`config.mk`:
```
export PLATFORM = sky130hd
export DESIGN_NAME = piano_tone_gen
export DESIGN_NICKNAME = d
export VERILOG_FILES = /design/src/rtl/piano_pkg.sv /design/src/rtl/piano_key_prio.sv /design/src/rtl/piano_tone_gen.sv
export SDC_FILE = /design/constraint.sdc
export NUM_CORES = 1
export LEC_CHECK = 0
export BUFFER_PORTS_ARGS = -buffer_cell sky130_fd_sc_hd__buf_4
export CAP_MARGIN = 20
export CELL_PAD_IN_SITES_DETAIL_PLACEMENT = 1
export CELL_PAD_IN_SITES_GLOBAL_PLACEMENT = 1
export CORE_AREA = 2 2 101 112
export DETAILED_ROUTE_END_ITERATION = 7
export DIE_AREA = 0 0 103 114
export PLACE_DENSITY_LB_ADDON = 0.1
export SYNTH_ARGS = -nofsm -noshare
export SYNTH_HDL_FRONTEND = slang
export SYNTH_SLANG_ARGS = --single-unit
```
`constraint.sdc`:
```
create_clock -name clk -period 6.93 [get_ports clk]
set_clock_uncertainty 0.15 [all_clocks]
set_input_delay 1.0395 -clock clk [delete_from_list [all_inputs] [get_ports clk]]
set_output_delay 1.0395 -clock clk [all_outputs]
set_load 0.02 [all_outputs]
```
`src/rtl/piano_pkg.sv`:
```
// Shared definitions for the piano tone generator.
// Holds the note list, half-period table builder, counter width and states.
package piano_pkg;

    localparam int CNT_W     = 17;
    localparam int NUM_NOTES = 8;

    typedef enum logic [1:0] {
        ST_IDLE,
        ST_PLAY,
        ST_RELEASE
    } state_t;

    // Note frequencies in centi-Hz, C4 (index 0) up to C5 (index 7)
    localparam logic [NUM_NOTES-1:0][31:0] NOTE_CHZ = {
        32'd52325, 32'd49388, 32'd44000, 32'd39200,
        32'd34923, 32'd32963, 32'd29366, 32'd26163
    };

    typedef logic [NUM_NOTES-1:0][CNT_W-1:0] hp_tab_t;

    // round(clk_hz / (2 * f)) with f in centi-Hz, integer arithmetic only
    function automatic hp_tab_t hp_table(input longint unsigned clk_hz);
        hp_tab_t         t;
        longint unsigned f;
        for (int i = 0; i < NUM_NOTES; i++) begin
            f    = 64'(NOTE_CHZ[i]);
            t[i] = CNT_W'((clk_hz * 64'd100 + f) / (64'd2 * f));
        end
        return t;
    endfunction

endpackage

```
`src/rtl/piano_key_prio.sv`:
```
// Fixed-priority key encoder for the piano tone generator.
// The lowest-index pressed key wins.
module piano_key_prio
    import piano_pkg::*;
#(
    parameter int NUM_KEYS = 8
) (
    input  logic [NUM_KEYS-1:0] keys,
    output logic                valid,
    output logic [2:0]          index
);

    // Scan from the top down so the lowest pressed key is written last
    always_comb begin
        valid = 1'b0;
        index = 3'd0;
        for (int i = NUM_KEYS - 1; i >= 0; i--) begin
            if (keys[i]) begin
                valid = 1'b1;
                index = 3'(i);
            end
        end
    end

endmodule

```
`src/rtl/piano_tone_gen.sv`:
```
// Square-wave piano tone generator with IDLE/PLAY/RELEASE control.
// Define PIANO_SUSTAIN_EN to keep the last note ringing for SUSTAIN_CYC.
module piano_tone_gen
    import piano_pkg::*;
#(
    parameter int unsigned CLK_HZ      = 50000000,
    parameter int          NUM_KEYS    = 8,
    parameter int unsigned SUSTAIN_CYC = 25000000
) (
    input  logic                clk,
    input  logic                rst,
    input  logic [NUM_KEYS-1:0] keys,
    input  logic [1:0]          octave,
    output logic                speaker,
    output logic                active,
    output logic [2:0]          note_idx
);

    localparam hp_tab_t HP_TAB = hp_table(64'(CLK_HZ));

    logic [NUM_KEYS-1:0] keys_q;
    logic [1:0]          oct_q;
    logic                sel_valid;
    logic [2:0]          sel_idx;
    logic [CNT_W-1:0]    n_sel;
    logic [CNT_W-1:0]    n_cur;
    logic [CNT_W-1:0]    count;
    logic [CNT_W:0]      cnt_next;
    logic                at_edge;
    logic                sus_done;
    state_t              state;

    piano_key_prio #(
        .NUM_KEYS(NUM_KEYS)
    ) u_prio (
        .keys (keys_q),
        .valid(sel_valid),
        .index(sel_idx)
    );

    assign n_sel    = HP_TAB[sel_idx] >> oct_q;
    assign cnt_next = {1'b0, count} + (CNT_W+1)'(1);
    assign at_edge  = (cnt_next >= {1'b0, n_cur});

    // Register the raw inputs once before any use
    always_ff @(posedge clk) begin
        if (rst) begin
            keys_q <= '0;
            oct_q  <= '0;
        end else begin
            keys_q <= keys;
            oct_q  <= octave;
        end
    end

`ifdef PIANO_SUSTAIN_EN
    logic [31:0] sus_cnt;

    assign sus_done = (sus_cnt >= SUSTAIN_CYC);

    // Count cycles spent in RELEASE, holding once the tail has elapsed
    always_ff @(posedge clk) begin
        if (rst)
            sus_cnt <= '0;
        else if (state != ST_RELEASE)
            sus_cnt <= '0;
        else if (!sus_done)
            sus_cnt <= sus_cnt + 32'd1;
    end
`else
    assign sus_done = 1'b1 | (SUSTAIN_CYC == 0);
`endif

    // Tone FSM: note changes only land on half-period boundaries
    always_ff @(posedge clk) begin
        if (rst) begin
            state    <= ST_IDLE;
            count    <= '0;
            n_cur    <= '0;
            speaker  <= 1'b0;
            active   <= 1'b0;
            note_idx <= 3'd0;
        end else begin
            unique case (state)
                ST_IDLE: begin
                    if (sel_valid) begin
                        n_cur    <= n_sel;
                        note_idx <= sel_idx;
                        count    <= '0;
                        speaker  <= 1'b1;
                        active   <= 1'b1;
                        state    <= ST_PLAY;
                    end
                end
                ST_PLAY: begin
                    if (at_edge) begin
                        count   <= '0;
                        speaker <= ~speaker;
                        if (sel_valid) begin
                            n_cur    <= n_sel;
                            note_idx <= sel_idx;
                        end
                    end else begin
                        count <= cnt_next[CNT_W-1:0];
                    end
                    if (!sel_valid)
                        state <= ST_RELEASE;
                end
                ST_RELEASE: begin
                    if (at_edge) begin
                        count <= '0;
                        if (sel_valid) begin
                            speaker  <= ~speaker;
                            n_cur    <= n_sel;
                            note_idx <= sel_idx;
                            state    <= ST_PLAY;
                        end else if (sus_done) begin
                            speaker  <= 1'b0;
                            active   <= 1'b0;
                            note_idx <= 3'd0;
                            state    <= ST_IDLE;
                        end else begin
                            speaker <= ~speaker;
                        end
                    end else begin
                        count <= cnt_next[CNT_W-1:0];
                        if (sel_valid)
                            state <= ST_PLAY;
                    end
                end
                default: begin
                    state <= ST_IDLE;
                end
            endcase
        end
    end

endmodule

```
After elaboration in Yosys (flattened, before gate mapping) --
Memory sizes are Yosys's and may differ from the RTL's. Index checks and enable logic that the tools add are counted.
Word-level totals: bits of input ports 12, register bits after elaboration 51, memories 1, bits in read-only memories 136, output and inout bits 5
Operators by class: multiplexer cells 41, bitwise operators 1, equal/unequal tests 8, $lt $le $gt $ge 2, $add $sub $neg 1, reductions and logical operators 10, shift operators 1
Memory list:
- (name not given) | depth 8, width 17, rd ports 1, clocked after memory_dff 0, write ports 0, RTL line piano_tone_gen.sv:41 | assign n_sel = HP_TAB[sel_idx] >> oct_q;
Operators by type and width (number):
- two-way mux 17 bit | 5
- case mux 17 bit (2 select lines) | 2
- two-way mux 3 bit | 12
- adder 17 x 1 -> 18 bit, second input constant | 1
- >= comparator 18 x 17 -> 1 bit | 1
- >> shifter 17 x 2 -> 17 bit | 1
- two-way mux 1 bit | 15
- inequality test 2 bit, second input constant | 5
- case mux 3 bit (3 select lines) | 1
- AND reduction 4 bit | 2
- two-way mux 2 bit | 3
- case mux 2 bit (3 select lines) | 1
- < comparator 3 x 4 -> 1 bit, second input constant | 1
- AND reduction 2 bit | 2
- nonzero test 2 bit | 2
- case mux 1 bit (3 select lines) | 1
- AND reduction 3 bit | 1
- nonzero test 3 bit | 1
- == test 2 x 1 -> 1 bit, second input constant | 1
- == test 2 bit, second input constant | 1
- logical NOT 2 bit | 1
- inequality test 2 x 1 -> 1 bit, second input constant | 1
- case mux 1 bit (2 select lines) | 1
- OR reduction 2 bit | 1
- inverter 1 bit | 1

Depth between registers and ports, before layout --
depth in word-level cells 14, gate-level depth with buffers 14, mapped depth without buffers 12

By module --
Synthesis repeated with hierarchy kept, for this count alone.
Second synthesis, totals: cell total of the unflattened synthesis 446, area total of the unflattened synthesis 3578.4 µm²
Modules (own cells, without submodules):
- piano_tone_gen | cells an instance 433, times used 1, area an instance 3498.4 µm²
- piano_key_prio | cells an instance 13, times used 1, area an instance 80.1 µm²

Worst setup path before layout --
No wires, ideal clock.
path kind reg-to-reg, from register count[0], to register count[10], buffers on the path 2, data arrival time 3.260 ns, stages on the path, launching flop included 15, data required time 6.658 ns, period minus slack after synthesis 3.532 ns, slack 3.398 ns, cells stage by stage dfxtp_1 ha_1 nand3_2 or4_4 buf_6 nor2_1 xor2_1 ha_1 nand4_1 o41ai_1 nand2_1 o2111ai_1 clkbuf_1 and4b_1 a221o_1
Between the ends: longest elaborated chain between the ends 4
RTL lines:
- start: declaration | RTL line piano_tone_gen.sv:27 | logic [CNT_W-1:0] count;
- start signal: assignment | RTL line piano_tone_gen.sv:104 | count <= cnt_next[CNT_W-1:0];
- start signal: assignment | RTL line piano_tone_gen.sv:126 | count <= cnt_next[CNT_W-1:0];
- adder 17 x 1 -> 18 bit * | RTL line piano_tone_gen.sv:42 | assign cnt_next = {1'b0, count} + (CNT_W+1)'(1);
- >= comparator 18 x 17 -> 1 bit | RTL line piano_tone_gen.sv:43 | assign at_edge = (cnt_next >= {1'b0, n_cur});
- two-way mux 17 bit * | RTL line piano_tone_gen.sv:96, piano_tone_gen.sv:110
- case mux 17 bit (2 select lines) * | RTL line piano_tone_gen.sv:84 | unique case (state)
Mark *: on every way between the ends. The rest lies on a longest branch, timed or not. A chain may end at the register's enable or synchronous reset.

Worst setup path after layout --
from register count[0], to register n_cur[10]
Between the ends: longest elaborated chain between the ends 4
RTL lines:
- adder 17 x 1 -> 18 bit | RTL line piano_tone_gen.sv:42
- >= comparator 18 x 17 -> 1 bit | RTL line piano_tone_gen.sv:43
- inequality test 2 x 1 -> 1 bit (no source line)
- AND reduction 2 bit (no source line)
- end signal: assignment | RTL line piano_tone_gen.sv:87 | n_cur <= n_sel;
- end signal: assignment | RTL line piano_tone_gen.sv:100 | n_cur <= n_sel;
- end signal: assignment | RTL line piano_tone_gen.sv:114 | n_cur <= n_sel;
- end: declaration | RTL line piano_tone_gen.sv:26 | logic [CNT_W-1:0] n_cur;
Every way passes these cells.

==> results.json <==
{
  "synthCells": 445,
  "numCtsBuffers": 5,
  "synth-main-ff-cell": "dfxtp_1",
  "clk_latency_ns": 0.31,
  "cts_sinks": 51,
  "max_stage_delay_ns": 0.70,
  "postPlaceCellArea_um2": 3840,
  "fp-row-count": 40,
  "fmax_mhz": 247,
  "period_needed_ns": 4.04,
  "setup_viol": 0,
  "setup_tns_ns": 0,
  "place.gp.congestion": 0.783,
  "max-slew-margin-rel_pct": 36.6,
  "clk_path_buf_depth": 2,
  "maxCapViolCount": 0,
  "hold_class": "reg2reg",
  "cp_num_buf_inv": 1,
  "start_util_pct": 34.0,
  "grt_first_pass_wirelength_um": 17100,
  "worstRegToRegCells": 12,
  "cts_tree": "done",
  "tightestPinTransition_ns": 0.950,
  "portBuffers": 16,
  "min-delay-start": "note_idx[2]$_SDFFE_PP0P_",
  "cp_data_arrival_time_ns": 4.08,
  "drc": 0,
  "postCtsSetupRepairBufs": 0,
  "via_per_inst": 5.34,
  "syn_nets": 487,
  "die_h_um": 114,
  "ys_seq_area_share_pct": 28.1,
  "ys_warn_count": 0,
  "dr.pass1.iters": 4,
  "ys_types": 62,
  "stdcell_area_um2": 4010,
  "drt_iter0_drc": 100,
  "fin_crit_sh_pct": 58.3,
  "cts.htree.levels": 2,
  "r2r-end": "n_cur[10]$_SDFFE_PP0P_",
  "antenna_found_initial": 0,
  "powerDensity_nw_per_um2": 284,
  "vias": 3172,
  "track_usage_pct": 18.4,
  "drv_slew": 0,
  "min_to": "note_idx[2]$_SDFFE_PP0P_",
  "final_cell_mix": "nand2_1, dfxtp_1, inv_1",
  "hold_viol": 0,
  "synth_edf_count": 0,
  "cpMostUsedCell": "ha_1",
  "cts_resized": 0,
  "wl_per_cell_um": 16.6,
  "crit_start": "count[0]$_SDFFE_PP0P_",
  "nets": 488,
  "cp_max_fo": 24,
  "multi_input_area_um2": 2380,
  "coreArea_um2": 10700,
  "area_delta_synth_final_pct": 10.1,
  "hold_depth": 2,
  "nFillCells": 1311,
  "r2r-start": "count[0]$_SDFFE_PP0P_",
  "grt_pass1_vias": 3365,
  "synth_area_um2": 3640,
  "layout_commonest_cell": "nand2_1",
  "status": "completed",
  "synthArstFlopShare_pct": 0,
  "dp_hpwl_um": 7370,
  "io_pins": 17,
  "ys_seq_elements": 51,
  "cp_slowest_cell": "and2_1",
  "cts-root-buf": "clkbuf_16",
  "start_kind": "flip-flop",
  "dieWidth_um": 103,
  "ant_nets": 0,
  "cts_hold_buf": 0,
  "n_antenna_cell": 0,
  "drive_above_1_share_pct": 10.1,
  "wl_um": 9850,
  "clk_pin_slew_ns": 0.08,
  "dieArea_um2": 11700,
  "rsz0062_at_grt": "false",
  "crit_type": "reg2reg",
  "reg2reg_slack_ns": 2.89,
  "grt_max_degree": 45,
  "worstPathCellList": "ha_1 > nand3_2 > or4_4 > nand2b_1 > xnor2_1 > ha_1 > nand3_1 > nor2_1 > and2_1 > o21ai_1 > buf_4 > mux2_2",
  "syn_area_per_cell_um2": 8.17,
  "ir_drop_mv": 0.114,
  "grt_overflow": 0,
  "p_leak_nw": 1.60,
  "end_kind": "flip-flop",
  "critPathRequiredTime_ns": 6.97,
  "regArea_um2": 1020,
  "path_delay_family": "simple AND/OR/NAND/NOR gates"
}
## how the worst max path moves through the flow
stage,end,slack (ns),depth (start not counted)
after floorplan,count[10]$_SDFFE_PP0P_,3.40,14
after global placement,n_cur[0]$_SDFFE_PP0P_,2.69,11
after detailed placement,n_cur[0]$_SDFFE_PP0P_,2.57,12
after CTS,n_cur[10]$_SDFFE_PP0P_,2.53,11
after global routing,n_cur[10]$_SDFFE_PP0P_,2.57,12
final,n_cur[10]$_SDFFE_PP0P_,2.89,12
## area by class of cell
| cell class | count | area share [%] |
|---|---|---|
| sequential | 51 | 25.5 |
| timing repair buffer | 19 | 3.56 |
| clock inverter | 3 | 0.719 |
| tap | 147 | 4.59 |
| clock buffer | 5 | 3.12 |
| inverter | 32 | 3.00 |
| multi-input combinational | 337 | 59.5 |
## cell families after synthesis
family / Yosys count / synth area share, %
AO/OA/AOI/OAI: 103 / 19.3
XOR/XNOR: 16 / 4.06
adder cells (fa/ha/maj): 31 / 10.6
buffers and inverters: 57 / 6.40
flip-flops: 51 / 28.1
multiplexers: 21 / 6.91
AND/OR/NAND/NOR: 166 / 24.7
## where the power goes
part	switching, mW	total, mW	internal [mW]	leakage [nW]
clock network	0.127	0.267	0.139	0.0767
registers	0.0390	0.389	0.350	0.419
logic	0.296	0.483	0.187	1.10
## routing by layer
layer  global-route usage (%)  wire, um  vias up
met4                     5.26       163        0
met1                     23.5      4580     1516
met2                     32.1      4890       31
met3                     2.45       209       12
li1                         -         -     1613
met5                        0         0        -
## per-stage QoR
stage / worst slack, ns / utilization, % / total power, mW / instances / hold slack (ns)
floorplan: 3.40 / - / 0.735 / 445 / 0.288
global placement: 2.69 / 35.9 / 0.867 / 585 / 0.298
detailed placement: 2.57 / 35.9 / 0.876 / 585 / 0.307
CTS: 2.53 / 37.3 / 1.15 / 593 / 0.319
global route: 2.57 / 37.4 / 1.23 / 594 / 0.344
finish: 2.89 / 37.4 / 1.14 / 594 / 0.316
## worst reg2reg max path, delay by kind of cell (launching register included)
| kind | cells | cell delay [ns] |
|---|---|---|
| buffers and inverters | 1 | 0.25 |
| muxes | 1 | 0.28 |
| adders and majority gates | 2 | 0.58 |
| DFF | 1 | 0.44 |
| AOI/OAI and AO/OA | 1 | 0.23 |
| and+or+nand+nor | 6 | 1.87 |
| xor gates and xnor gates | 1 | 0.15 |
## synthesized netlist by cell type, types with 4 or more instances
master,count,share of area [%]
or3_1,7,1.2
nor2b_1,14,2.4
nand3_1,22,3.0
or4_1,7,1.4
o21ai_0,18,2.5
a31oi_1,9,1.5
and3_1,5,0.86
a21o_1,5,1.0
nor4_1,4,0.69
xnor2_1,11,2.6
or4b_1,6,1.7
dfxtp_1,51,28
inv_1,31,3.2
mux2i_1,15,4.1
ha_1,30,10
a211oi_1,6,1.2
o211ai_1,13,2.7
clkbuf_1,18,1.9
xor2_1,4,0.96
o211a_1,4,1.1
nand2_1,53,5.5
a21oi_1,23,3.2
nor2_1,22,2.3
nand4_1,7,1.2
## flip-flops by register name, indices dropped and copies added, names as in the netlist
| register | cells |
|---|---|
| n_cur | 17 |
| keys_q | 8 |
| count | 17 |
| speaker | 1 |
| oct_q | 2 |
| state | 2 |
| note_idx | 3 |
| active | 1 |
(Power assumes the default switching activity.)
